==> src/rtl/pmf_alu_if.sv <==
// pmf_alu_if: issue/CDB bundle between a reservation station (master) and
// its integer functional unit (slave).
//   master drives: inEN, op, tagIn, dataIn1, dataIn2, flush, resultAC
//   slave  drives: available, requireCDB, cdbTag, result, overflow
interface pmf_alu_if #(
  parameter int WIDTH = 32,
  parameter int TAG_W = 4
);
  logic             inEN;
  logic [2:0]       op;
  logic [TAG_W-1:0] tagIn;
  logic [WIDTH-1:0] dataIn1;
  logic [WIDTH-1:0] dataIn2;
  logic             flush;
  logic             available;
  logic             requireCDB;
  logic             resultAC;
  logic [TAG_W-1:0] cdbTag;
  logic [WIDTH-1:0] result;
  logic             overflow;

  modport master (
    output inEN, op, tagIn, dataIn1, dataIn2, flush, resultAC,
    input  available, requireCDB, cdbTag, result, overflow
  );

  modport slave (
    input  inEN, op, tagIn, dataIn1, dataIn2, flush, resultAC,
    output available, requireCDB, cdbTag, result, overflow
  );
endinterface

==> src/rtl/pmf_alu_unit.sv <==
// pmf_alu_unit: integer functional unit behind one reservation station.
// Takes one tagged op, computes ADD/SUB/AND/OR/XOR/SLT, then holds
// result + tag on its CDB request until granted. A grant may coincide with
// the next issue (zero-bubble back-to-back). flush squashes whatever is in
// flight without broadcasting it.
// Ports:
//   clk   rising-edge clock
//   nRST  asynchronous active-low reset
//   bus   pmf_alu_if.slave (issue side, CDB request/grant, flush)
module pmf_alu_unit #(
  parameter int WIDTH       = 32,
  parameter int TAG_W       = 4,
  parameter bit SUB_TWO_CYC = 1'b1
) (
  input  logic         clk,
  input  logic         nRST,
  pmf_alu_if.slave     bus
);

  localparam logic [2:0] OP_ADD = 3'd0;
  localparam logic [2:0] OP_SUB = 3'd1;
  localparam logic [2:0] OP_AND = 3'd2;
  localparam logic [2:0] OP_OR  = 3'd3;
  localparam logic [2:0] OP_XOR = 3'd4;
  localparam logic [2:0] OP_SLT = 3'd5;

  typedef enum logic [1:0] {sIdle, sInverse, sDone} state_t;

  // Latched op; b holds the effective addend once SUB inversion is done.
  typedef struct packed {
    logic [2:0]       op;
    logic [TAG_W-1:0] tag;
    logic [WIDTH-1:0] a;
    logic [WIDTH-1:0] b;
    logic             cin;
  } opLatch_t;

  state_t   state;
  opLatch_t lat;
  logic     accept;
  logic     isSub;

  logic [WIDTH-1:0] sum;
  logic [WIDTH-1:0] resN;
  logic             ovN;

  assign bus.available = !bus.flush &&
                         (state == sIdle || (state == sDone && bus.resultAC));
  assign accept        = bus.inEN && bus.available;
  assign isSub         = (bus.op == OP_SUB);

  always_ff @(posedge clk or negedge nRST) begin
    if (!nRST) begin
      state <= sIdle;
      lat   <= '0;
    end else if (bus.flush) begin
      state <= sIdle;
    end else begin
      case (state)
        sIdle, sDone: begin
          if (accept) begin
            lat.op  <= bus.op;
            lat.tag <= bus.tagIn;
            lat.a   <= bus.dataIn1;
            // Single-cycle SUB folds the inversion into the issue edge.
            if (isSub && !SUB_TWO_CYC) begin
              lat.b   <= ~bus.dataIn2;
              lat.cin <= 1'b1;
            end else begin
              lat.b   <= bus.dataIn2;
              lat.cin <= 1'b0;
            end
            state <= (isSub && SUB_TWO_CYC) ? sInverse : sDone;
          end else if (state == sDone && bus.resultAC) begin
            state <= sIdle;
          end
        end
        sInverse: begin
          lat.b   <= ~lat.b;
          lat.cin <= 1'b1;
          state   <= sDone;
        end
        default: state <= sIdle;
      endcase
    end
  end

  // Adder shared by ADD and SUB; SUB arrives here as A + ~B + 1.
  assign sum = lat.a + lat.b + {{(WIDTH-1){1'b0}}, lat.cin};

  always_comb begin
    resN = '0;
    ovN  = 1'b0;
    case (lat.op)
      OP_ADD, OP_SUB: begin
        resN = sum;
        ovN  = (lat.a[WIDTH-1] == lat.b[WIDTH-1]) &&
               (sum[WIDTH-1] != lat.a[WIDTH-1]);
      end
      OP_AND: resN = lat.a & lat.b;
      OP_OR:  resN = lat.a | lat.b;
      OP_XOR: resN = lat.a ^ lat.b;
      OP_SLT: resN = {{(WIDTH-1){1'b0}}, ($signed(lat.a) < $signed(lat.b))};
      default: begin
        resN = '0;
        ovN  = 1'b0;
      end
    endcase
  end

  // Outputs are zeroed whenever no request is up.
  assign bus.requireCDB = (state == sDone);
  assign bus.result     = bus.requireCDB ? resN    : '0;
  assign bus.cdbTag     = bus.requireCDB ? lat.tag : '0;
  assign bus.overflow   = bus.requireCDB && ovN;

endmodule

==> src/flat_wrapper.sv <==
// flat-port wrapper written by rule: the top's interface ports become plain ports
module pmf_alu_unit_flat 
#(
  parameter int WIDTH       = 32,
  parameter int TAG_W       = 4,
  parameter bit SUB_TWO_CYC = 1'b1
)
  (clk, nRST, bus_inEN, bus_op, bus_tagIn, bus_dataIn1, bus_dataIn2, bus_flush, bus_resultAC, bus_available, bus_requireCDB, bus_cdbTag, bus_result, bus_overflow);
  pmf_alu_if #(.WIDTH(WIDTH), .TAG_W(TAG_W)) bus_i ();
  input  logic clk;
  input  logic nRST;
  input wire logic [$bits(bus_i.inEN)-1:0] bus_inEN;
  input wire logic [$bits(bus_i.op)-1:0] bus_op;
  input wire logic [$bits(bus_i.tagIn)-1:0] bus_tagIn;
  input wire logic [$bits(bus_i.dataIn1)-1:0] bus_dataIn1;
  input wire logic [$bits(bus_i.dataIn2)-1:0] bus_dataIn2;
  input wire logic [$bits(bus_i.flush)-1:0] bus_flush;
  input wire logic [$bits(bus_i.resultAC)-1:0] bus_resultAC;
  output wire logic [$bits(bus_i.available)-1:0] bus_available;
  output wire logic [$bits(bus_i.requireCDB)-1:0] bus_requireCDB;
  output wire logic [$bits(bus_i.cdbTag)-1:0] bus_cdbTag;
  output wire logic [$bits(bus_i.result)-1:0] bus_result;
  output wire logic [$bits(bus_i.overflow)-1:0] bus_overflow;
  assign bus_i.inEN = bus_inEN;
  assign bus_i.op = bus_op;
  assign bus_i.tagIn = bus_tagIn;
  assign bus_i.dataIn1 = bus_dataIn1;
  assign bus_i.dataIn2 = bus_dataIn2;
  assign bus_i.flush = bus_flush;
  assign bus_i.resultAC = bus_resultAC;
  assign bus_available = bus_i.available;
  assign bus_requireCDB = bus_i.requireCDB;
  assign bus_cdbTag = bus_i.cdbTag;
  assign bus_result = bus_i.result;
  assign bus_overflow = bus_i.overflow;
  pmf_alu_unit #(.WIDTH(WIDTH), .TAG_W(TAG_W), .SUB_TWO_CYC(SUB_TWO_CYC)) u_core (.clk(clk), .nRST(nRST), .bus(bus_i));
endmodule
==> config.mk <==
export PLATFORM = sky130hd
export DESIGN_NAME = pmf_alu_unit_flat
export DESIGN_NICKNAME = d
export VERILOG_FILES = /design/src/rtl/pmf_alu_if.sv /design/src/rtl/pmf_alu_unit.sv /design/src/flat_wrapper.sv
export SDC_FILE = /design/constraint.sdc
export NUM_CORES = 1
export LEC_CHECK = 0
export CAP_MARGIN = 20
export CORE_ASPECT_RATIO = 1.5
export CORE_UTILIZATION = 45
export DETAILED_ROUTE_END_ITERATION = 8
export PLACE_DENSITY = 0.69
export SYNTH_ARGS = -nofsm -noshare
export SYNTH_HDL_FRONTEND = slang
export SYNTH_SLANG_ARGS = --single-unit
==> constraint.sdc <==
create_clock -name clk -period 3.9 [get_ports clk]
set_clock_uncertainty 0.05 [all_clocks]
set_input_delay 0.78 -clock clk [delete_from_list [all_inputs] [get_ports clk]]
set_output_delay 0.78 -clock clk [all_outputs]
set_load 0.02 [all_outputs]
# Word-level counts from Yosys, hierarchy flattened
# Index checks and enable logic that the tools add are counted.
# totals
mem_bits_ro	0
mem_count	0
regBits	74
latchBits	0
word_cells	51
out_inout_bits	39
input_bits	76
ram_bits	0
# classes
mux	11
n_addsub	2
magnitude_cmp	1
n_eq_ne	12
shift	0
n_bitwise	5
div	0
n_reduce_logical	14
mul	0
# op_table
cell	n
$pmux W32 S5	1
$pmux W33 S2	1
$mux W33	1
$add A32 B1 Y32	1
$add A32 B32 Y32	1
$and A32 B32 Y32	1
$lt A32 B32 Y1	1
$mux W32	1
$not A32 Y32	1
$or A32 B32 Y32	1
$xor A32 B32 Y32	1
$mux W2	4
$eq A3 B1 Y1 const B	2
$eq A3 B2 Y1 const B	2
$eq A3 B3 Y1 const B	2
$reduce_and A3 Y1	2
$logic_and A1 B1 Y1	5
$mux W4	1
$ne A4 B2 Y1 const B	1
$pmux W2 S2	1
$reduce_or A2 Y1	2
$logic_not A3 Y1	1
$eq A2 B1 Y1 const B	1
$eq A2 B2 Y1 const B	1
9 further kinds	9

# Depth between registers and ports, before layout
# Gate-level depths: netlist of run 1.
# logic_depth
word_depth	8
depth_mapped	10
ltp_nobuf	10

# Least setup slack after synthesis of run 1
# No wires, ideal clock.
# synth_timing
kind	register to output
start	register u_core.lat[1] (netlist bit)
end	output bus_result[30]
t_arrival_ns	2.706
required_time_ns	3.070
path_buffers	0
stages_incl_launch_ff	11
path_slack_ns	0.364
path_cell_list	dfrtp_1 > fa_1 > inv_1 > fa_1 > and2b_1 > o2111ai_1 > nand2_1 > a41oi_2 > nor4_1 > o21a_1 > o31ai_1
# synth_between
elab_chain_cells	4
# synth_lines
item	line_no	text
start: declaration	pmf_alu_unit.sv:39	opLatch_t lat;
$add A32 B32 Y32	pmf_alu_unit.sv:89	assign sum = lat.a + lat.b + {{(WIDTH-1){1'b0}}, lat.cin};
$add A32 B1 Y32	pmf_alu_unit.sv:89	
$pmux W32 S5	pmf_alu_unit.sv:94	case (lat.op)
$mux W32	pmf_alu_unit.sv:113	assign bus.result = bus.requireCDB ? resN : '0;
end: declaration	flat_wrapper.sv:22	output wire logic [$bits(bus_i.result)-1:0] bus_result;
# Every way passes these cells.

# Worst setup path after layout of run 1
# layout_timing
start	register u_core.lat[33] (netlist bit)
end	output bus_result[28]
# The elaborated chain is that of the path after synthesis.

==> results.py, run 1 <==
metrics = {
    "power_and_ir_drop": {
        "p_leak_nw": 4.57,
        "p_total_mw": 4.69,
        "ir_worst_vdd_mv": 0.197,
        "pwr_density_cell_nw_per_um2": 475,
    },
    "timing": {
        "finalSetupViolations": 4,
        "rsz0062_at_grt": "true",
        "fin_ws_ns": -0.0373,
        "post-route-period-util": 1.01,
        "relSlewSlack": 0.335,
        "final.min_clock_period_ns": 3.94,
        "final_hold_viol_count": 0,
        "slew_violations": 0,
        "worstMarginPinSlew_ns": 0.998,
        "setup_tns_ns": -0.0930,
        "fmax_mhz": 254,
    },
    "floorplanning": {
        "die_w_um": 106,
        "pin_count": 115,
        "die_h_um": 157,
        "die_area_um2": 16600,
        "core_um2": 15700,
        "rows": 56,
        "start_util": 0.461,
    },
    "cells_and_area": {
        "fillers": 1413,
        "fin_nets": 1262,
        "diodes": 0,
        "fin_util": 0.629,
        "drive_gt1_frac": 0.236,
        "final_area_um2": 9880,
        "area_growth_pct": 36.6,
        "final_cells": 1295,
    },
    "routing": {
        "drt-initial-drc-count": 422,
        "vias_per_cell": 5.65,
        "wirelength_mm": 22.4,
        "dr_total_vias": 7311,
        "drcViolationCount": 0,
        "ant_nets": 0,
        "wl_per_cell_um": 17.3,
        "dr.pass1.iters": 5,
    },
    "logic_synthesis": {
        "ys_warn_count": 0,
        "synthesis.area_um2": 7230,
        "yosys-top-cells-count": "ha_1 (96), nand2_1 (86), inv_1 (84), dfrtp_1 (74), a21oi_1 (55)",
        "yosysTopAreaCell": "dfrtp_1",
        "synth_edf_count": 0,
        "synth_nets": 1065,
        "async_flop_share": 1.00,
        "synthFlopType": "dfrtp_1",
        "synth_area_leaders": "dfrtp_1 (26%), ha_1 (17%), mux2_2 (6.2%)",
        "ys_types": 56,
        "avgSynthCellArea_um2": 8.12,
        "synth_top_area_frac": 0.256,
        "yosysSeqAreaShare": 0.256,
        "synthCells": 891,
        "yosysMostFrequentCell": "ha_1",
        "ys_seq_elements": 74,
    },
    "clock_tree": {
        "clk_pin_slew_worst_paths_ns": 0.06,
        "cts_made_buffers": 9,
        "cts-root-buf": "clkbuf_16",
        "cts_tree": "yes",
        "cts.path.max_buffers": 2,
        "h-tree-depth": 3,
        "clock_sinks": 74,
        "clk-insertion-delay-late_ns": 0.36,
        "holdBufCountCts": 0,
    },
    "grt": {
        "grt_pass1_wl_mm": 36.5,
        "grt_pass1_vias": 7446,
        "globalRouteMet1Util": 0.303,
        "grtUsageTotal": 0.280,
        "antenna_found_initial": 0,
        "grt_overflow": 0,
        "grt_util_met3": 0.0311,
        "grt_max_degree": 75,
        "grt_most_used_layer": "met2",
        "use_met2": 0.512,
    },
    "flow_run": {
        "cap_violations": 0,
    },
    "critical_path": {
        "crit_buf_inv": 3,
        "critPathTopFamily": "simple AND/OR/NAND/NOR gates",
        "critical_path_class": "reg -> out",
        "cp-end-kind": "output pin",
        "crit_slowest_cell": "or4_4",
        "worstPathMaxFanout": 3,
        "cp.arrival_ns": 3.11,
        "max_stage_delay_ns": 0.44,
        "worstPathCellList": "fa_2 -> inv_2 -> fa_2 -> and2b_1 -> o2111ai_2 -> nand4_1 -> nand4b_1 -> buf_4 -> a21oi_4 -> or4_4 -> nand3_4 -> buf_6",
        "required_ns": 3.07,
        "crit_top_cell": "fa_2",
        "startpoint_type": "flop",
    },
    "placed_design": {
        "dpl.cell_count": 1273,
        "place_congestion": 0.913,
        "portBuffers": 114,
        "post_dp_cell_area_um2": 9380,
        "hpwl_mm": 16.3,
    },
    "run_status": {
        "violations": "setup timing",
        "status": "complete, but fails checks",
    },
    "worst_hold_path": {
        "hp-class": "reg -> reg",
    },
}
## final timing paths
| check | from | end | slack [ns] | depth (start not counted) |
|---|---|---|---|---|
| worst max-delay path | u_core.lat[33]$_DFFE_PN0P_ | bus_result[28] | -0.04 | 12 |
| min in group asynchronous | nRST | u_core.lat[15]$_DFFE_PN0P_ | 0.52 | 1 |
| worst min-delay path | u_core.lat[68]$_DFFE_PN0P_ | u_core.lat[68]$_DFFE_PN0P_ | 0.45 | 1 |
| worst max register to register | u_core.state[1]$_DFFE_PN0P_ | u_core.lat[17]$_DFFE_PN0P_ | 1.65 | 6 |
| max in group asynchronous | nRST | u_core.lat[24]$_DFFE_PN0P_ | 2.60 | 1 |
| worst min register to register | u_core.lat[68]$_DFFE_PN0P_ | u_core.lat[68]$_DFFE_PN0P_ | 0.45 | 1 |
## cell type report
class,instances,area (µm²),area share
tap,203,254,0.0257
clock buffer,10,229,0.0232
timing repair buffer,255,2160,0.219
multi-input combinational,664,5010,0.507
clock inverter,5,56.3,0.00570
sequential,74,1850,0.187
inverter,84,315,0.0319
## placed cells by master (no fill, tap or decap), types with 4 or more instances in the layout
cell | netlist | final
a31oi_1 | 11 | 8
xnor2_1 | 19 | 17
o21ai_0 | 23 | 19
nor2_1 | 47 | 44
o211ai_1 | 6 | 6
nand4_1 | 7 | 7
o21a_1 | 14 | 14
mux2_2 | 40 | 40
o21ai_1 | 17 | 20
and2_1 | 6 | 6
o22ai_1 | 30 | 30
nand3_1 | 42 | 41
nor3_1 | 15 | 14
a21oi_2 | 5 | 6
dlymetal6s2s_1 | 0 | 4
o21bai_1 | 10 | 9
ha_1 | 96 | 93
buf_4 | 0 | 146
inv_1 | 84 | 83
a21oi_1 | 55 | 52
o311ai_1 | 12 | 12
clkdlybuf4s50_1 | 0 | 82
clkbuf_16 | 0 | 9
nand2_1 | 86 | 85
a22oi_1 | 31 | 31
dlygate4sd2_1 | 0 | 7
o311ai_0 | 19 | 19
nor2b_1 | 13 | 12
dfrtp_1 | 74 | 74
a21o_1 | 9 | 9
clkbuf_2 | 0 | 7
## through the flow
step	setup WS (ns)	hold slack (ns)
after global routing	-0.169	0.463
after detailed placement	-0.280	0.437
after CTS	-0.0846	0.450
after global placement	-0.182	0.430
final	-0.0373	0.446
after floorplan	0.364	0.421
## sequential cells by signal, summed over array words and instances (netlist names)
name	cells
u_core.state	2
u_core.lat	72
## logic make-up (layout without fill, tap and decap cells)
| kind of cell | Yosys count | in the layout | share of synthesized area |
|---|---|---|---|
| compound gates | 262 | 262 | 0.241 |
| simple gates | 241 | 241 | 0.157 |
| buf+inv | 153 | 354 | 0.0831 |
| fa+ha+maj | 98 | 98 | 0.172 |
| flops | 74 | 74 | 0.256 |
| mux | 43 | 43 | 0.0664 |
| xor+xnor | 20 | 20 | 0.0242 |
## power by group
| part | total (mW) | internal (mW) | switching [mW] |
|---|---|---|---|
| clock | 0.847 | 0.491 | 0.356 |
| sequential | 1.01 | 0.902 | 0.107 |
| combinational | 2.84 | 1.33 | 1.51 |
## per-layer routing
metal | share of wire | routed length [µm]
met5 | 0 | 0
met1 | 0.38 | 8620
met4 | 0.058 | 1300
met3 | 0.042 | 942
met2 | 0.52 | 11500
## what timing repair did
action | 4_1_cts | 5_1_grt
endpoints found under the setup margin | 29 | 23
gates resized for setup | 76 | 64
cloned | 0 | 0
setup buffers | 3 | 5
pin swaps | 8 | 18
Note: power is estimated with default switching activity, not from simulation.
==> run 2: changes to the inputs <==
- CAP_MARGIN: 20 -> 0
==> run 2 against run 1 <==
- the run still ends with setup timing left
- non-clock buffer count is 7 lower
- global-route usage is 0.43 points lower
- die area did not move
- register-to-register slack is essentially flat
- via count up 0.56%
- sequential cell count unchanged
- power rose by 2.4%
- critical path type unchanged
==> results.py, run 2 (synthesized netlist as in run 1, its figures left out) <==
metrics = {
    "routing": {
        "wirelength_mm": 22.4,
        "wl_per_cell_um": 17.4,
        "drcViolationCount": 0,
        "drt-initial-drc-count": 356,
        "vias_per_cell": 5.70,
        "dr.pass1.iters": 5,
        "dr_total_vias": 7352,
        "ant_nets": 0,
    },
    "power_and_ir_drop": {
        "p_seq_frac": 0.210,
        "p_total_mw": 4.81,
        "pwr_density_cell_nw_per_um2": 488,
        "ir_worst_vdd_mv": 0.217,
        "p_int_mw": 2.83,
        "p_leak_nw": 4.53,
        "p_sw_frac": 0.410,
        "pwr-share-clk": 0.206,
        "power_switching_mw": 1.97,
        "combPwrFrac": 0.584,
    },
    "flow_run": {
        "cap_violations": 0,
    },
    "worst_hold_path": {
        "hold_start": "u_core.lat[68]$_DFFE_PN0P_",
        "hp-class": "reg -> reg",
        "holdPathStages": 1,
    },
    "clock_tree": {
        "cts_tree": "yes",
        "cts-root-buf": "clkbuf_16",
        "clock_sinks": 74,
        "clk_pin_slew_worst_paths_ns": 0.07,
        "cts_made_buffers": 9,
        "clk-insertion-delay-late_ns": 0.34,
        "cts.path.max_buffers": 2,
        "h-tree-depth": 3,
    },
    "cells_and_area": {
        "largest_register_ffs": 72,
        "drive_gt1_frac": 0.230,
        "fillers": 1429,
        "final_cell_mix": "buf_4 (141), ha_1 (90), nand2_1 (85)",
        "largest-register": "u_core.lat",
        "final_area_um2": 9850,
        "reg.largest.list": "u_core.lat x72, u_core.state x2",
        "fin_nets": 1255,
        "diodes": 0,
        "layout_commonest_cell": "buf_4",
        "area_growth_pct": 36.2,
        "regArea_um2": 1850,
        "multi_input_area_um2": 4990,
    },
    "run_status": {
        "status": "complete, but fails checks",
        "violations": "setup timing",
    },
    "timing": {
        "worstMarginPinSlew_ns": 1.20,
        "fmax_mhz": 253,
        "post-route-period-util": 1.01,
        "slew_violations": 0,
        "finalSetupViolations": 1,
        "final.min_clock_period_ns": 3.95,
        "fin_ws_ns": -0.0540,
        "rsz0062_at_grt": "true",
        "holdWs_ns": 0.448,
        "relSlewSlack": 0.200,
        "final_hold_viol_count": 0,
    },
    "floorplanning": {
        "rows": 56,
        "die_area_um2": 16600,
        "core_um2": 15700,
        "die_h_um": 157,
        "start_util": 0.461,
        "pin_count": 115,
        "die_w_um": 106,
    },
    "critical_path": {
        "crit_top_cell": "buf_4",
        "critical_path_class": "reg -> out",
        "max_stage_delay_ns": 0.41,
        "r2r_cells": 6,
        "cp.arrival_ns": 3.12,
        "critPathCapture": "bus_result[24]",
        "r2r-start": "u_core.state[0]$_DFFE_PN0P_",
        "startpoint": "u_core.lat[0]$_DFFE_PN0P_",
        "startpoint_type": "flop",
        "r2r_slack_ns": 1.66,
        "reg2reg_to": "u_core.lat[20]$_DFFE_PN0P_",
        "cp-end-kind": "output pin",
        "required_ns": 3.07,
        "worstPathCellList": "fa_2 -> inv_1 -> fa_1 -> and2b_2 -> o2111ai_4 -> nand4_1 -> nand4b_1 -> buf_4 -> a211oi_2 -> o21a_1 -> o31ai_2 -> buf_4",
        "crit_slowest_cell": "dfrtp_1",
        "worstPathMaxFanout": 3,
    },
    "placed_design": {
        "hpwl_mm": 16.3,
        "post_dp_cell_area_um2": 9360,
        "portBuffers": 114,
        "place_congestion": 0.913,
    },
    "grt": {
        "grtUsageTotal": 0.276,
        "grt_max_degree": 75,
        "grt_pass1_wl_mm": 36.2,
        "antenna_found_initial": 0,
        "grt_pass1_vias": 7438,
        "grt_overflow": 0,
    },
}
-- run 2: cell count changes in the layout (fill, tap and decap cells not counted), sizes merged --
| cell | delta |
|---|---|
| dlymetal6s2s | -1 |
| clkdlybuf4s50 | +2 |
| dlygate4sd2 | +2 |
| bufinv | +2 |
| clkbuf | -1 |
| buf | -8 |
| clkdlybuf4s15 | -1 |
| clkinv | -1 |
-- run 2: worst max-delay path: cells and delay by family (launching register included) --
family | cells | cell delay (ns)
compound gates | 4 | 0.73
fa+ha+maj | 2 | 0.58
buf+inv | 3 | 0.42
flops | 1 | 0.41
simple gates | 3 | 0.64
-- run 2: layout make-up --
type                            instances  share of cell area
Timing Repair Buffer                  248               0.213
Clock inverter                          6              0.0117
Inverter                               84              0.0320
Tap cell                              203              0.0258
Sequential cell                        74               0.188
Multi-Input combinational cell        664               0.506
Clock buffer                           10              0.0232
-- run 2: how the worst min path moves through the flow --
stage                                  to  slack (ns)
3_5_place_dp   u_core.lat[65]$_DFFE_PN0P_        0.44
6_report       u_core.lat[68]$_DFFE_PN0P_        0.45
3_3_place_gp   u_core.lat[67]$_DFFE_PN0P_        0.43
4_1_cts        u_core.lat[68]$_DFFE_PN0P_        0.45
2_1_floorplan  u_core.lat[65]$_DFFE_PN0P_        0.42
5_1_grt        u_core.lat[65]$_DFFE_PN0P_        0.45
-- run 2: repair_timing --
| action | in CTS | in global routing |
|---|---|---|
| cloned | 0 | 0 |
| pin swaps | 11 | 17 |
| endpoints found under the setup margin | 29 | 21 |
| hold buffers | 0 | 0 |
| resized for setup | 74 | 50 |
| setup buffers | 1 | 1 |
-- run 2: per-layer routing --
layer,vias up,share of wire,track usage
met3,76,0.042,0.0298
li1,3543,-,-
met4,0,0.044,0.144
met1,3487,0.38,0.302
met5,-,0,0
met2,246,0.53,0.520
-- run 2: power groups by stage --
stage                     sequential [mW]  combinational [mW]  clock (mW)
after global routing                 1.03                3.07        1.03
after global placement               1.01                2.64           0
after floorplan                      1.02                1.63           0
final                                1.01                2.80       0.992
after detailed placement             1.02                2.67           0
after CTS                            1.01                2.73        1.01
-- run 2: stage by stage --
stage,TNS (ns),cells,utilization,setup WS [ns]
2_1_floorplan,0,891,-,0.364
3_3_place_gp,-0.976,1272,0.597,-0.182
3_5_place_dp,-1.71,1272,0.597,-0.282
4_1_cts,-0.0304,1289,0.623,-0.0269
5_1_grt,-0.320,1289,0.627,-0.120
6_report,-0.0540,1289,0.627,-0.0540
==> run 3: changes to the inputs <==
- CORE_UTILIZATION: 45 -> 42
- PLACE_DENSITY: 0.69 -> 0.65
==> run 3 against run 2 <==
- the run now ends clean
- sequential share of layout area down 0.10 points
- critical endpoint is now bus_result[28]
- combinational power up 1%
- core utilization down 3.9 points
- non-clock buffer count up 10
- highest routed layer unchanged
- power up 0.24%
- sequential power about the same
- register-to-register slack about the same
==> results.py, run 3 (synthesized netlist as in run 1, its figures left out) <==
metrics = {
    "run_status": {
        "status": "finished clean",
    },
    "critical_path": {
        "cp.arrival_ns": 3.05,
        "worstPathCellList": "fa_2 -> inv_2 -> fa_2 -> and2b_2 -> o2111ai_4 -> nand4_1 -> nand4b_1 -> a21oi_2 -> or4_1 -> nand3_2 -> buf_4",
        "cp-end-kind": "output pin",
        "r2r-start": "u_core.state[0]$_DFFE_PN0P_",
        "r2r_cells": 6,
        "reg2reg_to": "u_core.lat[21]$_DFFE_PN0P_",
        "crit_top_cell": "fa_2",
        "required_ns": 3.07,
        "r2r_slack_ns": 1.67,
        "startpoint_type": "flop",
        "crit_slowest_cell": "or4_1",
        "max_stage_delay_ns": 0.49,
        "critical_path_class": "reg -> out",
        "worstPathMaxFanout": 3,
    },
    "floorplanning": {
        "die_area_um2": 17800,
        "die_h_um": 163,
        "pin_count": 115,
        "core_um2": 16800,
        "die_w_um": 109,
        "rows": 58,
        "start_util": 0.429,
    },
    "routing": {
        "drcViolationCount": 0,
        "dr_total_vias": 7326,
        "wirelength_mm": 22.8,
        "ant_nets": 0,
        "wl_per_cell_um": 17.4,
        "vias_per_cell": 5.61,
        "drt-initial-drc-count": 304,
        "dr.pass1.iters": 5,
    },
    "placed_design": {
        "dpl.cell_count": 1287,
        "place_congestion": 0.908,
        "portBuffers": 114,
        "post_dp_cell_area_um2": 9430,
        "hpwl_mm": 16.7,
    },
    "cells_and_area": {
        "layout_commonest_cell": "buf_4",
        "largest-register": "u_core.lat",
        "diodes": 0,
        "fillers": 1536,
        "largest_register_ffs": 72,
        "multi_input_area_um2": 4950,
        "fin_nets": 1265,
        "final_cells": 1306,
        "reg.largest.list": "u_core.lat x72, u_core.state x2",
        "area_growth_pct": 36.9,
        "drive_gt1_frac": 0.232,
        "regArea_um2": 1850,
        "final_cell_mix": "buf_4 (149), ha_1 (94), nand2_1 (84)",
        "final_area_um2": 9900,
    },
    "timing": {
        "fmax_mhz": 258,
        "final.min_clock_period_ns": 3.88,
        "relSlewSlack": 0.332,
        "slew_violations": 0,
        "finalSetupViolations": 0,
        "post-route-period-util": 0.996,
        "rsz0062_at_grt": "true",
        "final_hold_viol_count": 0,
        "worstMarginPinSlew_ns": 1.00,
    },
    "clock_tree": {
        "cts_tree": "yes",
        "clk_pin_slew_worst_paths_ns": 0.06,
        "cts.path.max_buffers": 2,
        "h-tree-depth": 3,
        "clock_sinks": 74,
        "clk-insertion-delay-late_ns": 0.35,
        "cts_made_buffers": 9,
        "cts-root-buf": "clkbuf_16",
    },
    "grt": {
        "grt_pass1_vias": 7500,
        "antenna_found_initial": 0,
        "grt_overflow": 0,
        "grt_pass1_wl_mm": 36.7,
        "grt_max_degree": 75,
        "grtUsageTotal": 0.267,
    },
    "worst_hold_path": {
        "hp-class": "reg -> reg",
        "holdPathStages": 1,
        "min_to": "u_core.lat[68]$_DFFE_PN0P_",
        "hold_start": "u_core.lat[68]$_DFFE_PN0P_",
    },
    "power_and_ir_drop": {
        "pwr_density_cell_nw_per_um2": 487,
        "ir_worst_vdd_mv": 0.241,
        "p_leak_nw": 4.59,
    },
    "flow_run": {
        "cap_violations": 0,
    },
}
==> run 3: cell count changes in the layout (fill, tap and decap cells not counted), moves of 3 or more <==
cell	change
dlygate4sd2_1	+3
ha_1	+4
buf_4	+8
ha_4	-3
==> run 3: worst max-delay path, delay by kind of cell (launching register included) <==
kind | cells | cell delay, ns
and+or+nand+nor | 5 | 1.18
adders and majority gates | 2 | 0.58
DFF | 1 | 0.40
AOI/OAI and AO/OA | 2 | 0.33
buffers and inverters | 2 | 0.20
==> run 3: power by group <==
| part | total (mW) | switching [mW] | internal, mW |
|---|---|---|---|
| combinational | 2.84 | 1.51 | 1.34 |
| sequential | 0.999 | 0.0970 | 0.902 |
| clock | 0.975 | 0.375 | 0.600 |
| total | 4.82 | 1.98 | 2.84 |
==> run 3: area by class of cell <==
class,instances,share of cell area
repair buffers,258,0.221
multi-input cells,664,0.500
well taps,210,0.0265
clock buffers,11,0.0255
flip-flops and latches,74,0.187
inverters,84,0.0318
clock inverters,5,0.00859
==> run 3: repair_timing <==
item                       in CTS  in global routing
buffers inserted                2                  1
setup endpoints to repair      27                 19
hold buffers                    0                  0
pin swaps                      10                 16
gates resized for setup        71                 40
==> run 3: per-stage QoR <==
step           worst slack, ns  total power, mW  hold slack, ns  utilization  setup TNS (ns)
3_3_place_gp            -0.166             3.70           0.430        0.560          -0.898
6_report                0.0167             4.82           0.447        0.588               0
3_5_place_dp            -0.191             3.73           0.437        0.560           -1.10
5_1_grt                -0.0801             5.16           0.470        0.588          -0.351
2_1_floorplan            0.364             2.65           0.421            -               0
4_1_cts                 -0.111             4.76           0.449        0.583          -0.111
==> run 3: how the worst max path moves through the flow <==
stage | startpoint | to | slack, ns | cells after the start
after CTS | u_core.lat[0]$_DFFE_PN0P_ | bus_result[28] | -0.11 | 11
final | u_core.lat[33]$_DFFE_PN0P_ | bus_result[28] | 0.02 | 11
after detailed placement | u_core.lat[0]$_DFFE_PN0P_ | bus_result[28] | -0.19 | 11
after global placement | u_core.lat[0]$_DFFE_PN0P_ | bus_result[28] | -0.17 | 11
after global routing | u_core.lat[2]$_DFFE_PN0P_ | bus_overflow | -0.08 | 12
after floorplan | u_core.lat[1]$_DFFE_PN0P_ | bus_result[30] | 0.36 | 10
==> run 3: metal layers <==
layer	share of wire	global-route usage	wire length, µm	vias to the layer above
li1	-	-	-	3564
met1	0.39	0.291	8790	3522
met2	0.54	0.504	12200	194
met3	0.041	0.0352	937	46
met4	0.035	0.107	805	0
met5	0	0	0	-
